===== config.mk =====
export PLATFORM = sky130hd
export DESIGN_NAME = dmem_arbiter
export DESIGN_NICKNAME = d
export VERILOG_FILES = /design/src/rtl/dmem_arbiter.sv
export SDC_FILE = /design/constraint.sdc
export NUM_CORES = 1
export LEC_CHECK = 0
export CAP_MARGIN = 25
export CORE_ASPECT_RATIO = 1.1
export CORE_MARGIN = 2
export CORE_UTILIZATION = 35
export DETAILED_ROUTE_END_ITERATION = 10
export PLACE_DENSITY_LB_ADDON = 0.12
export RECOVER_POWER = 50
export REMOVE_ABC_BUFFERS = 1
export SYNTH_ARGS = -nofsm -noshare
export SYNTH_HDL_FRONTEND = slang
export SYNTH_SLANG_ARGS = --single-unit
export TNS_END_PERCENT = 50

===== constraint.sdc =====
create_clock -name clk -period 2.4 [get_ports clk]
set_clock_uncertainty 0.05 [all_clocks]
set_input_delay 0.48 -clock clk [delete_from_list [all_inputs] [get_ports clk]]
set_output_delay 0.48 -clock clk [all_outputs]
set_load 0.005 [all_outputs]

===== src/rtl/dmem_arbiter.sv =====
// rtl/dmem_arbiter.sv - two-port arbiter/sequencer for the 16x16 data memory
// Optional address range check enabled by defining DMEM_ARB_ADDR_CHECK_EN.
module dmem_arbiter #(
    parameter int STARVE_LIMIT = 4,
    parameter int AW           = 16,
    parameter int DW           = 16
) (
    input  logic          clk,
    input  logic          rst,
    input  logic          a_req,
    input  logic          a_we,
    input  logic [AW-1:0] a_addr,
    input  logic [DW-1:0] a_wdata,
    output logic          a_ack,
    output logic [DW-1:0] a_rdata,
    output logic          a_err,
    input  logic          b_req,
    input  logic          b_we,
    input  logic [AW-1:0] b_addr,
    input  logic [DW-1:0] b_wdata,
    output logic          b_ack,
    output logic [DW-1:0] b_rdata,
    output logic          b_err,
    output logic          read_mem,
    output logic          write_mem,
    output logic [AW-1:0] rw_address,
    output logic [DW-1:0] write_data,
    input  logic [DW-1:0] read_data,
    output logic          busy,
    output logic          owner_b
);

    typedef enum logic [1:0] {
        IDLE   = 2'd0,
        ACCESS = 2'd1,
        RESP   = 2'd2
    } state_t;

    localparam logic [3:0] STARVE_LIM = 4'(STARVE_LIMIT);

    state_t        state;
    state_t        state_next;
    logic [3:0]    starve_cnt;
    logic [3:0]    starve_next;
    logic          grant;
    logic          grant_b;
    logic          sel_we;
    logic [AW-1:0] sel_addr;
    logic [DW-1:0] sel_wdata;
    logic          addr_bad;
    logic          we_q;

    assign sel_we    = grant_b ? b_we    : a_we;
    assign sel_addr  = grant_b ? b_addr  : a_addr;
    assign sel_wdata = grant_b ? b_wdata : a_wdata;
    assign busy      = (state != IDLE);

`ifdef DMEM_ARB_ADDR_CHECK_EN
    assign addr_bad = |sel_addr[AW-1:4];
`else
    assign addr_bad = 1'b0;
`endif

    always_ff @(posedge clk or posedge rst) begin
        if (rst) begin
            state      <= IDLE;
            starve_cnt <= '0;
        end else begin
            state      <= state_next;
            starve_cnt <= starve_next;
        end
    end

    // A wins ties unless B has already lost STARVE_LIMIT times in a row.
    always_comb begin
        state_next  = state;
        grant       = 1'b0;
        grant_b     = 1'b0;
        starve_next = starve_cnt;
        case (state)
            IDLE: begin
                grant   = a_req | b_req;
                grant_b = b_req & (~a_req | (starve_cnt >= STARVE_LIM));
                if (!b_req || grant_b) begin
                    starve_next = '0;
                end else if (starve_cnt != 4'hF) begin
                    starve_next = starve_cnt + 4'd1;
                end
                if (grant) begin
                    state_next = addr_bad ? RESP : ACCESS;
                end
            end
            ACCESS:  state_next = RESP;
            RESP:    state_next = IDLE;
            default: state_next = IDLE;
        endcase
    end

    always_ff @(posedge clk or posedge rst) begin
        if (rst) begin
            a_ack      <= 1'b0;
            b_ack      <= 1'b0;
            a_rdata    <= '0;
            b_rdata    <= '0;
            read_mem   <= 1'b0;
            write_mem  <= 1'b0;
            rw_address <= '0;
            write_data <= '0;
            owner_b    <= 1'b0;
            we_q       <= 1'b0;
        end else begin
            a_ack     <= 1'b0;
            b_ack     <= 1'b0;
            read_mem  <= 1'b0;
            write_mem <= 1'b0;
            if (grant) begin
                owner_b    <= grant_b;
                we_q       <= sel_we;
                rw_address <= sel_addr;
                write_data <= sel_wdata;
                if (addr_bad) begin
                    if (grant_b) begin
                        b_ack   <= 1'b1;
                        b_rdata <= '0;
                    end else begin
                        a_ack   <= 1'b1;
                        a_rdata <= '0;
                    end
                end else begin
                    read_mem  <= ~sel_we;
                    write_mem <= sel_we;
                end
            end
            if (state == ACCESS) begin
                if (owner_b) begin
                    b_ack <= 1'b1;
                    if (!we_q) b_rdata <= read_data;
                end else begin
                    a_ack <= 1'b1;
                    if (!we_q) a_rdata <= read_data;
                end
            end
        end
    end

`ifdef DMEM_ARB_ADDR_CHECK_EN
    always_ff @(posedge clk or posedge rst) begin
        if (rst) begin
            a_err <= 1'b0;
            b_err <= 1'b0;
        end else if (grant && addr_bad) begin
            if (grant_b) b_err <= 1'b1;
            else         a_err <= 1'b1;
        end else if (state == ACCESS) begin
            if (owner_b) b_err <= 1'b0;
            else         a_err <= 1'b0;
        end
    end
`else
    assign a_err = 1'b0;
    assign b_err = 1'b0;
`endif

endmodule


==> impl_summary.md, run 1 <==
Outcome
The run finished, with violations left. The final reports fail on max-capacitance violations.

Placed design
The count of port buffers added during placement is between 150 and 200. At the end of routability-driven placement, the weighted congestion stood at 0.774. The pre-CTS worst setup slack is between 0.2 and 0.3 ns.

The total placed cells including tap cells is around 530. The half-perimeter wire length after placement is around 6.6 mm.

CTS
The maximum count of clock buffers along a single path is 2. Gates resized during post-CTS repair numbered 0. CTS saw 76 sinks. In this run the clock root is driven by a sky130_fd_sc_hd__clkbuf_8. The number of buffers inserted by hold repair at cts is 0.

The H-tree generated during clock tree synthesis spans 3 levels. TritonCTS built the clock tree. The number of setup buffers added after CTS is 0. The number of buffers created by CTS is 9. For the worst-skew pair, the clock arrives at the later sink with an insertion delay of 0.34 ns.

The post-CTS clock slew at the launch and capture registers of the worst setup and hold paths is ~0.090 ns.

Floorplan
The core region is a little under 10,000 sq um. The die is 110 microns tall. Pin placement for this block handled between 150 and 200 I/O pins.

The initial core utilization is around 36%. The full die area is 11,100 sq um. The floorplan has 38 rows. The horizontal die dimension is approximately 100 microns.

Critical path
STA puts the critical path data arrival time at between 2 and 2.5 ns. The data required time of the critical path is 2.63 ns. The logic depth of the worst setup path including buffers is 5. The critical-path maximum fanout is 12. The delay of the slowest critical-path stage is about 0.55 ns. The worst setup path is of the in -> reg kind. The total buffers and inverters traversed by the critical path is 2.

The signal on the critical path passes through clkdlybuf4s50_1, or3b_1, nand3_1, clkbuf_1, a221o_1. The cell family contributing the most delay on the critical path is buffers and inverters. The highest-delay cell along the critical path is sky130_fd_sc_hd__clkdlybuf4s50_1.

The sort of element at the end of the critical path is a flip-flop. Counting cells, the worst reg-to-reg path comes to 4. The type of origin of the critical path is an input port.

Yosys
The count of distinct cell types in the synthesized netlist is 32. After synthesis, flip-flops and latches occupy 53.0% of the total area. The area share of fa/ha/maj cells after synthesis is less than 1%. Yosys printed 0 warnings.

Summing the areas of all compound-gate instances in the mapped netlist gives a little over 10% of the synthesized area. The main combinational cell family by area after synthesis is simple AND/OR/NAND/NOR gates. The average instance area after synthesis is between 10 and 15 sq um. The number of synthesized flops with an enable pin is 0.

Summing the areas of all and, or, nand and nor instances in the mapped netlist gives between 20% and 30% of the synthesized area. The synthesized netlist occupies a cell area of 3590 sq um. Counting every instance in the synthesized netlist gives roughly 260. The most instantiated flip-flop cell in the synthesis netlist is sky130_fd_sc_hd__dfrtp_1. The fraction of synthesis flops using an asynchronous set or reset pin is between 90% and 100%.

The parity-gate share of the synthesized area counting xor and xnor cells is 0.244%. The portion of synthesized area spent on multiplexers is 10.0%. The flip-flop and latch count after synthesis is 76.

Power and ir drop
Power spread over the standard cell area amounts to 1140 nW/um^2. The maximum resistive drop on vdd is about 0.00049 V. In this run the static leakage power is between 2 and 2.5 nW.

Routing
The detail-routed net length per standard cell is between 15 and 20 microns. For this block, the initial DRC count from the detailed router was roughly 110. Once detail routing completed, the nets flagged for antenna violations numbered 0. The overall via count from detail_route is about 2,800. The post-detailed-routing wire length is ~9.7 mm.

Dividing the detail-routed via count by the number of cells gives ~5.1. The first TritonRoute pass finished after 4 iterations. After detailed routing, the number of remaining DRC violations is 0.

Global route
The wire length of the first global-routing pass is 14.9 mm. The number of global-route vias before repair came to about 3,000. The maximum number of pins on one net before global-route repair is 37. The overall fraction of global-route tracks in use is around 18%. The remaining global-route overflow is 0. The initial antenna violation count came to 0.

STA
The smallest setup slack after layout is 0.293 ns. The number of endpoints with negative hold slack in the final report is 0. The final number of setup-violating endpoints is 0. The worst slew margin relative to its limit is less than 1%. Adding up every negative setup slack in the final design gives 0 ns. The post-route fraction of the period consumed by the critical path is slightly below 90%.

The measured slew at the worst slew-check pin is roughly 1.5 ns. The shortest period the worst path allows is around 2.1 ns. Setup repair after global routing left no endpoint under its margin. The final count of pins violating max slew is 0. Static timing analysis puts the maximum clock frequency at roughly 470 MHz.

Layout
The post-layout instance count excluding filler cells is 548. The antenna cell count is 0. The share of layout cells above drive strength 1 is a little under a fifth. The area growth from synthesis to layout is 53.8%. For this run, the post-layout net count is 510.

Hold path
The number of cells traversed by the worst hold path is 1. The path class of the lowest-slack min-delay path is reg -> reg.

Run
The tool flagged a number of max-cap violations equal to 1.
## cells by family (layout without fill, tap and decap cells)
family / Yosys count / in the layout
simple gates: 82 / 82
flops: 76 / 76
compound gates: 41 / 41
mux: 32 / 32
buf+inv: 28 / 193
fa+ha+maj: 1 / 1
other cells: 1 / 2
xor+xnor: 1 / 1
## synthesized netlist by cell type, types with 4 or more instances
cell type	instances	share of area [%]
sky130_fd_sc_hd__nor2_1	5	0.52
sky130_fd_sc_hd__a21oi_1	4	0.56
sky130_fd_sc_hd__buf_6	5	1.6
sky130_fd_sc_hd__a221o_1	32	8.9
sky130_fd_sc_hd__buf_2	10	1.4
sky130_fd_sc_hd__inv_1	4	0.42
sky130_fd_sc_hd__clkbuf_1	5	0.52
sky130_fd_sc_hd__mux2_2	12	3.8
sky130_fd_sc_hd__mux2_1	20	6.3
sky130_fd_sc_hd__dfrtp_1	76	53
sky130_fd_sc_hd__nor3b_1	34	7.1
sky130_fd_sc_hd__nor3b_2	30	10
## per-layer routing
layer | track usage (%) | vias to the layer above | wire length (microns)
li1 | - | 1303 | -
met1 | 22.1 | 1345 | 4400
met2 | 29.6 | 122 | 4550
met3 | 4.54 | 12 | 615
met4 | 5.58 | 0 | 102
met5 | 0 | - | 0
## state kept, by name, summed over array words and instances, names as in the netlist
register    cells
b_ack           1
write_mem       1
owner_b         1
starve_cnt      4
read_mem        1
a_ack           1
we_q            1
b_rdata        16
rw_address     16
a_rdata        16
write_data     16
state           2
## power breakdown
part           internal, W  leakage (nW)  switching, W  total, W
Combinational      0.00182          1.18       0.00120   0.00302
Clock             0.000516        0.0991      0.000494   0.00101
Sequential         0.00190         0.929      0.000358   0.00226
## per-stage QoR
stage          hold slack (ns)  util, %  power, W  area (sq um)
3_3_place_gp             0.418     53.7   0.00534          5340
2_1_floorplan            0.433        -   0.00355          3450
3_5_place_dp             0.426     53.7   0.00539          5340
5_1_grt                  0.463     55.5   0.00670          5520
4_1_cts                  0.445     55.8   0.00642          5540
6_report                 0.436     55.5   0.00629          5520
## final timing paths
kind / startpoint / end / slack, ns
worst min register to register: a_rdata[5] / a_rdata[5] / 0.44
worst max-delay path: a_req / rw_address[4] / 0.29
worst max register to register: state[1] / a_rdata[13] / 0.53
max in group asynchronous: rst / write_data[5] / 0.68
worst min-delay path: a_rdata[5] / a_rdata[5] / 0.44
min in group asynchronous: rst / b_rdata[9] / 0.89
## layout make-up
class / instances / area, sq um
fillers: 839 / 4420
flip-flops and latches: 76 / 1900
repair buffers: 172 / 1710
multi-input cells: 159 / 1520
well taps: 120 / 150
clock buffers: 10 / 138
clock inverters: 6 / 71.3
inverters: 5 / 20.0
## placed cells by master (no fill, tap or decap), types with 2 or more instances in the layout
| cell type | Yosys | routed |
|---|---|---|
| sky130_fd_sc_hd__conb_1 | 1 | 2 |
| sky130_fd_sc_hd__nor3b_2 | 30 | 30 |
| sky130_fd_sc_hd__clkbuf_2 | 0 | 3 |
| sky130_fd_sc_hd__clkbuf_8 | 0 | 10 |
| sky130_fd_sc_hd__nor3_4 | 2 | 2 |
| sky130_fd_sc_hd__nor2_1 | 5 | 4 |
| sky130_fd_sc_hd__clkinv_4 | 0 | 2 |
| sky130_fd_sc_hd__mux2_1 | 20 | 20 |
| sky130_fd_sc_hd__clkinvlp_4 | 0 | 2 |
| sky130_fd_sc_hd__clkdlybuf4s50_1 | 0 | 141 |
| sky130_fd_sc_hd__dfrtp_1 | 76 | 76 |
| sky130_fd_sc_hd__mux2_2 | 12 | 12 |
| sky130_fd_sc_hd__buf_12 | 0 | 4 |
| sky130_fd_sc_hd__nor3b_1 | 34 | 35 |
| sky130_fd_sc_hd__inv_1 | 4 | 3 |
| sky130_fd_sc_hd__buf_4 | 2 | 8 |
| sky130_fd_sc_hd__dlygate4sd3_1 | 0 | 14 |
| sky130_fd_sc_hd__nand2_1 | 2 | 2 |
| sky130_fd_sc_hd__a21oi_1 | 4 | 4 |
| sky130_fd_sc_hd__clkbuf_1 | 5 | 2 |
| sky130_fd_sc_hd__a221o_1 | 32 | 32 |
No activity file was read; power rests on OpenSTA's default activity.
==> run 2: changes to the inputs <==
--- a/config.mk
+++ b/config.mk
@@ -6,9 +6,10 @@
 export NUM_CORES = 1
 export LEC_CHECK = 0
 export CAP_MARGIN = 25
+export CELL_PAD_IN_SITES_DETAIL_PLACEMENT = 0
+export CELL_PAD_IN_SITES_GLOBAL_PLACEMENT = 1
 export CORE_ASPECT_RATIO = 1.1
-export CORE_MARGIN = 2
-export CORE_UTILIZATION = 35
+export CORE_UTILIZATION = 29
 export DETAILED_ROUTE_END_ITERATION = 10
 export PLACE_DENSITY_LB_ADDON = 0.12
 export RECOVER_POWER = 50
==> impl_summary.md, run 2 (synthesis gave the netlist of run 1 again) <==
Placed design
The final weighted congestion in routability-driven placement is 0.721 (was 0.774). The half-perimeter wire length after placement is 6.60 mm (about the same). The pre-CTS worst setup slack was 0.213 ns (was 0.264 ns). The instance area at placement came to 5370 sq um (was 5340 sq um). The count of port buffers added during placement is 155 (unchanged).

Global route
The initial antenna violation count is 0 (unchanged). The remaining global-route overflow is 0 (unchanged). The overall fraction of global-route tracks in use came to 16.1% (was 17.5%). The wire length of the first global-routing pass was 15.6 mm (was 14.9 mm). The number of global-route vias before repair is 2,988 (was 2,980). The maximum number of pins on one net before global-route repair is 77 (was 37).

Routing
The overall via count from detail_route is 2,792 (was 2,782). The detail-routed net length per standard cell came to 17.2 microns (was 17.6 microns). The post-detailed-route count of antenna-violating nets is 0 (unchanged). The number of remaining DRC errors came to 0 (unchanged).

The per-cell via count in the routed design is 4.82 (was 5.08). The number of iterations in the first detailed-routing pass was 4 (unchanged). The post-detailed-routing wire length is 9.96 mm (was 9.67 mm).

The starting DRC count in detailed routing is 91 (was 109).

CTS
The number of buffers inserted by hold repair at cts came to 0 (unchanged). The post-CTS clock slew at the launch and capture registers of the worst setup and hold paths is 0.06 ns (was 0.09 ns). The clock latency reported for the late side of the worst-skew pair came to 0.33 ns (was 0.34 ns).

The TritonCTS clock tree is yes (unchanged). The maximum count of clock buffers along a single path is 2 (unchanged). The number of buffers created by CTS is 9 (unchanged). The level count of the clock H-tree came to 3 (unchanged). The clock sink total was 76 (unchanged). The post-CTS repair timing setup buffer count is 0 (unchanged). The CTS root buffer is sky130_fd_sc_hd__clkbuf_16 (was sky130_fd_sc_hd__clkbuf_8). The number of gates given a new drive strength after cts is 0 (unchanged).

Critical path
The highest-delay cell along the critical path is sky130_fd_sc_hd__clkdlybuf4s50_1 (unchanged). The data arrival at the endpoint of the critical path is 1.54 ns (was 2.33 ns). The delay of the slowest critical-path stage is 0.51 ns (was 0.55 ns). The critical-path maximum fanout is 7 (was 12). The sort of element at the end of the critical path is a primary output (was flip-flop). Chain of cells forming the critical path: nor2_4, inv_2, clkdlybuf4s50_1 (was clkdlybuf4s50_1, or3b_1, nand3_1, clkbuf_1, a221o_1).

The data required time of the critical path is 1.87 ns (was 2.63 ns). The critical path class is reg -> out (was in -> reg). The number of cell instances on the worst register-to-register path was 4 (unchanged). The type of origin of the critical path was a flip-flop (was input port).

Power and ir drop
The internal power came to 0.00473 W (was 0.00424 W). The net switching power figure is 0.00208 W (was 0.00205 W). The share of total power in combinational logic is 44.3% (was 48.0%).

The sequential share of power is 33.1% (was 36.0%). The power share of the clock group was 22.7% (was 16.1%). The areal power density over the cells is 1200 nW/um^2 (was 1140 nW/um^2). The switching share of power is 30.6% (was 32.6%). The leakage power figure is 2.27 nW (was 2.20 nW). The overall power consumption came to 0.00681 W (was 0.00629 W). The maximum resistive drop on vdd is 0.000438 V (was 0.000489 V).

Hold path
The path class of the lowest-slack min-delay path is reg -> reg (unchanged). The number of cells traversed by the worst hold path was 1 (unchanged).

STA
The final number of setup-violating endpoints was 0 (unchanged). The shortest period the worst path allows was 2.07 ns (was 2.11 ns). The number of endpoints with negative hold slack in the final report was 0 (unchanged). The post-route fraction of the period consumed by the critical path is 86.3% (was 87.8%). The final count of pins violating max slew is 0 (unchanged). The smallest setup slack after layout was 0.330 ns (was 0.293 ns). The measured slew at the worst slew-check pin is 1.05 ns (was 1.49 ns).

The hold slack is 0.429 ns (was 0.436 ns). The worst slew margin relative to its limit is 29.9% (was 0.125%). Unrepaired setup endpoints after global routing: no (unchanged). The achievable clock frequency is 483 MHz (was 475 MHz).

Floorplan
The initial core utilization is 29.8% (was 36.1%). The core area came to 12,000 sq um (was 9940 sq um). The horizontal die dimension is 108 microns (was 101 microns). The number of top-level design ports was 158 (unchanged). The die outline height is 119 microns (was 110 microns).

The row count came to 42 (was 38). The full die area is 12,800 sq um (was 11,100 sq um).

Outcome
Outcome: finished clean (was complete, but fails checks).

Layout
The share of the core filled with cells was 47.2% (was 55.5%). The antenna cell count is 0 (unchanged). Commonest cells after routing, fill and taps aside: 135 x sky130_fd_sc_hd__clkdlybuf4s50_1, 76 x sky130_fd_sc_hd__dfrtp_1, 35 x sky130_fd_sc_hd__nor3b_1, 32 x sky130_fd_sc_hd__a221o_1, 30 x sky130_fd_sc_hd__nor3b_2 (was 141 x sky130_fd_sc_hd__clkdlybuf4s50_1, 76 x sky130_fd_sc_hd__dfrtp_1, 35 x sky130_fd_sc_hd__nor3b_1, 32 x sky130_fd_sc_hd__a221o_1, 30 x sky130_fd_sc_hd__nor3b_2). The net total in the final layout is 507 (was 510). The area of the multi-input gates is 1520 sq um (unchanged). The summed area of non-filler cells in the final layout is 5680 sq um (was 5520 sq um).

The most common cell after layout, fill and taps aside was sky130_fd_sc_hd__clkdlybuf4s50_1 (unchanged). The synthesis-to-layout area growth is 58.3% (was 53.8%). The share of layout cells above drive strength 1 is 18.6% (was 19.2%). The number of filler instances in the final layout came to 1,137 (was 839). The register area is 1900 sq um (unchanged).

Run
The number of max-capacitance violations reported is 0 (was 1).
[run 2: power by group through the flow]
stage / logic [W] / clock network [W] / registers (W)
3_5_place_dp: 0.00314 / 0 / 0.00227
4_1_cts: 0.00314 / 0.00158 / 0.00227
5_1_grt: 0.00326 / 0.00165 / 0.00234
3_3_place_gp: 0.00311 / 0 / 0.00227
2_1_floorplan: 0.00126 / 0 / 0.00229
6_report: 0.00301 / 0.00154 / 0.00225
[run 2: final timing paths]
kind	from	end	slack (ns)
max	state[0]	busy	0.33
min	b_rdata[0]	b_rdata[0]	0.43
max reg2reg	state[1]	a_rdata[13]	0.54
min reg2reg	b_rdata[0]	b_rdata[0]	0.43
max in group asynchronous	rst	write_data[8]	0.70
min in group asynchronous	rst	a_rdata[8]	0.95
[run 2: final cells by class]
type,count,area share (%)
clock buffer,10,4.03
sequential,76,33.5
tap,154,3.39
timing repair buffer,169,29.9
inverter,5,0.353
clock inverter,6,1.98
multi-input combinational,159,26.8
[run 2: stage by stage]
stage          setup TNS [ns]  instances
2_1_floorplan           -5.19        240
3_3_place_gp                0        563
3_5_place_dp                0        563
4_1_cts                     0        579
5_1_grt                     0        579
6_report                    0        579
[run 2: per-layer routing]
metal | wire length [microns] | part of all wire (%) | track usage [%] | vias up
met5 | 0 | 0 | 0 | -
met4 | 102 | 1.0 | 5.57 | 0
met3 | 826 | 8.3 | 5.46 | 8
met2 | 4570 | 46 | 25.8 | 119
met1 | 4460 | 45 | 20.0 | 1363
li1 | - | - | - | 1302
[run 2: worst max-delay path, delay by kind of cell (launching register included)]
family	cells	cell delay [ns]
buf+inv	2	0.57
flops	1	0.42
simple gates	1	0.23
==> run 3: changes to the inputs <==
--- a/config.mk
+++ b/config.mk
@@ -8,7 +8,6 @@
 export CAP_MARGIN = 25
 export CELL_PAD_IN_SITES_DETAIL_PLACEMENT = 0
 export CELL_PAD_IN_SITES_GLOBAL_PLACEMENT = 1
-export CORE_ASPECT_RATIO = 1.1
 export CORE_UTILIZATION = 29
 export DETAILED_ROUTE_END_ITERATION = 10
 export PLACE_DENSITY_LB_ADDON = 0.12
==> impl_summary.md, run 3 (synthesis gave the netlist of run 1 again) <==
CTS
The CTS root buffer is sky130_fd_sc_hd__clkbuf_16 (unchanged). The TritonCTS clock tree is yes (unchanged). The post-CTS clock slew at the launch and capture registers of the worst setup and hold paths is 0.06 ns (about the same).

The number of gates given a new drive strength after cts is 0 (unchanged). The level count of the clock H-tree is 3 (unchanged). The clock sink total is 76 (unchanged).

The clock latency reported for the late side of the worst-skew pair came to 0.33 ns (about the same). The number of buffers created by CTS is 9 (unchanged). The maximum count of clock buffers along a single path is 2 (unchanged).

The post-CTS repair timing setup buffer count came to 0 (unchanged). The number of buffers inserted by hold repair at cts came to 0 (unchanged).

STA
The final number of setup-violating endpoints is 0 (unchanged). The worst slew margin relative to its limit is 30.5% (was 29.9%). The shortest period the worst path allows is 2.07 ns (about the same). The final sum of negative setup slack is 0 ns (unchanged).

The post-route fraction of the period consumed by the critical path is 86.1% (was 86.3%). The measured slew at the worst slew-check pin is 1.04 ns (was 1.05 ns). Unrepaired setup endpoints after global routing: no (unchanged).

The achievable clock frequency was 484 MHz (was 483 MHz). The final count of pins violating max slew is 0 (unchanged). The number of endpoints with negative hold slack in the final report is 0 (unchanged).

Routing
The post-detailed-routing wire length was 10.2 mm (was 9.96 mm). The starting DRC count in detailed routing is 140 (was 91). The per-cell via count in the routed design is 4.78 (was 4.82).

The number of iterations in the first detailed-routing pass is 6 (was 4). The overall via count from detail_route is 2,844 (was 2,792). The detail-routed net length per standard cell was 17.1 microns (was 17.2 microns). The post-detailed-route count of antenna-violating nets came to 0 (unchanged). The number of remaining DRC errors is 0 (unchanged).

Floorplan
The horizontal die dimension is 113 microns (was 108 microns). The number of top-level design ports is 158 (unchanged). The core area is 12,100 sq um (was 12,000 sq um).

The initial core utilization is 29.8% (about the same). The full die area is 12,800 sq um (about the same). The row count is 40 (was 42).

The die outline height is 113 microns (was 119 microns).

Layout
The post-layout instance count excluding filler cells is 595 (was 579). The share of layout cells above drive strength 1 is 18.7% (was 18.6%). The antenna cell count is 0 (unchanged). The net total in the final layout came to 509 (was 507).

The most common cell after layout, fill and taps aside is sky130_fd_sc_hd__clkdlybuf4s50_1 (unchanged). Commonest cells after routing, fill and taps aside: 130 x sky130_fd_sc_hd__clkdlybuf4s50_1, 76 x sky130_fd_sc_hd__dfrtp_1, 34 x sky130_fd_sc_hd__nor3b_1, 32 x sky130_fd_sc_hd__a221o_1, 30 x sky130_fd_sc_hd__nor3b_2 (was 135 x sky130_fd_sc_hd__clkdlybuf4s50_1, 76 x sky130_fd_sc_hd__dfrtp_1, 35 x sky130_fd_sc_hd__nor3b_1, 32 x sky130_fd_sc_hd__a221o_1, 30 x sky130_fd_sc_hd__nor3b_2). The synthesis-to-layout area growth is 59.1% (was 58.3%).

Critical path
The critical-path maximum fanout came to 7 (unchanged). The number of cell instances on the worst register-to-register path is 5 (was 4). The sort of element at the end of the critical path is a primary output (unchanged).

The internal reg-to-reg setup slack is 0.51 ns (was 0.54 ns). The data required time of the critical path is 1.87 ns (about the same). The data arrival at the endpoint of the critical path was 1.54 ns (about the same). The type of origin of the critical path is a flip-flop (unchanged).

The origin of the critical flop-to-flop path was state[0] (was state[1]). The critical path class is reg -> out (unchanged). The reg-to-reg endpoint is write_data[7] (was a_rdata[13]).

Hold path
The end of the worst hold path is a_rdata[8] (was b_rdata[0]). The path class of the lowest-slack min-delay path is reg -> reg (unchanged). The number of cells traversed by the worst hold path was 1 (unchanged). The worst min-delay path startpoint is a_rdata[8] (was b_rdata[0]).

Global route
The initial antenna violation count came to 0 (unchanged). The overall fraction of global-route tracks in use came to 16.4% (was 16.1%). The remaining global-route overflow is 0 (unchanged). The wire length of the first global-routing pass is 16.0 mm (was 15.6 mm).

The maximum number of pins on one net before global-route repair is 77 (unchanged). The number of global-route vias before repair is 3,045 (was 2,988).

Run
The number of max-capacitance violations reported came to 0 (unchanged).

Placed design
The half-perimeter wire length after placement is 6.88 mm (was 6.60 mm). The final weighted congestion in routability-driven placement is 0.702 (was 0.721). The total placed cells including tap cells came to 579 (was 563). The count of port buffers added during placement is 155 (unchanged).

Power and ir drop
The maximum resistive drop on vdd is 0.000390 V (was 0.000438 V). The leakage power figure is 2.27 nW (about the same). The areal power density over the cells is 1190 nW/um^2 (was 1200 nW/um^2).

Outcome
Outcome: finished clean (unchanged).
## run 3: cell types whose count changed in the layout (fill, tap and decap cells not counted), moves of 2 or more
cell and delta:
sky130_fd_sc_hd__dlygate4sd3_1 +5, sky130_fd_sc_hd__clkdlybuf4s50_1 -5, sky130_fd_sc_hd__clkbuf_8 +2, sky130_fd_sc_hd__clkinvlp_4 +2
## run 3: metrics by stage
step	setup slack, ns	area (sq um)	utilization (%)	power (W)	hold slack, ns
floorplan	-0.0683	3450	-	0.00355	0.433
global placement	0.301	5400	44.8	0.00539	0.416
detailed placement	0.253	5400	44.8	0.00544	0.427
CTS	0.314	5740	47.6	0.00699	0.440
global route	0.250	5710	47.3	0.00721	0.457
finish	0.333	5710	47.3	0.00677	0.430
## run 3: worst max-delay path by stage
stage             start              to  slack, ns  cells after the start
3_5_place_dp      b_req  write_data[15]       0.25                      5
3_3_place_gp      b_req  write_data[15]       0.30                      5
4_1_cts        state[0]            busy       0.31                      3
6_report       state[0]            busy       0.33                      3
2_1_floorplan       rst           a_ack      -0.07                      1
5_1_grt           b_req        read_mem       0.25                      6
## run 3: area by class of cell
class | instances | area (sq um)
fillers | 1139 | 6350
flip-flops and latches | 76 | 1900
repair buffers | 171 | 1710
multi-input cells | 159 | 1530
clock buffers | 11 | 253
well taps | 168 | 210
clock inverters | 5 | 83.8
inverters | 5 | 20.0
## run 3: worst max-delay path, cell delays in order, from the launching register on
cell and delay [ns]:
sky130_fd_sc_hd__dfrtp_1 0.41, sky130_fd_sc_hd__nor2_4 0.20, sky130_fd_sc_hd__inv_1 0.09, sky130_fd_sc_hd__clkdlybuf4s50_1 0.51
## run 3: power by group
part / leakage (nW) / internal [W] / total, W / switching, W
clock: 0.158 / 0.000969 / 0.00151 / 0.000538
combinational: 1.18 / 0.00179 / 0.00301 / 0.00122
sequential: 0.929 / 0.00191 / 0.00226 / 0.000351
total: 2.27 / 0.00466 / 0.00677 / 0.00211
## run 3: layer usage
layer,routed length [microns],track usage (%)
met5,0,0
met4,187,7.02
met3,777,4.71
met2,4620,26.0
met1,4610,20.8
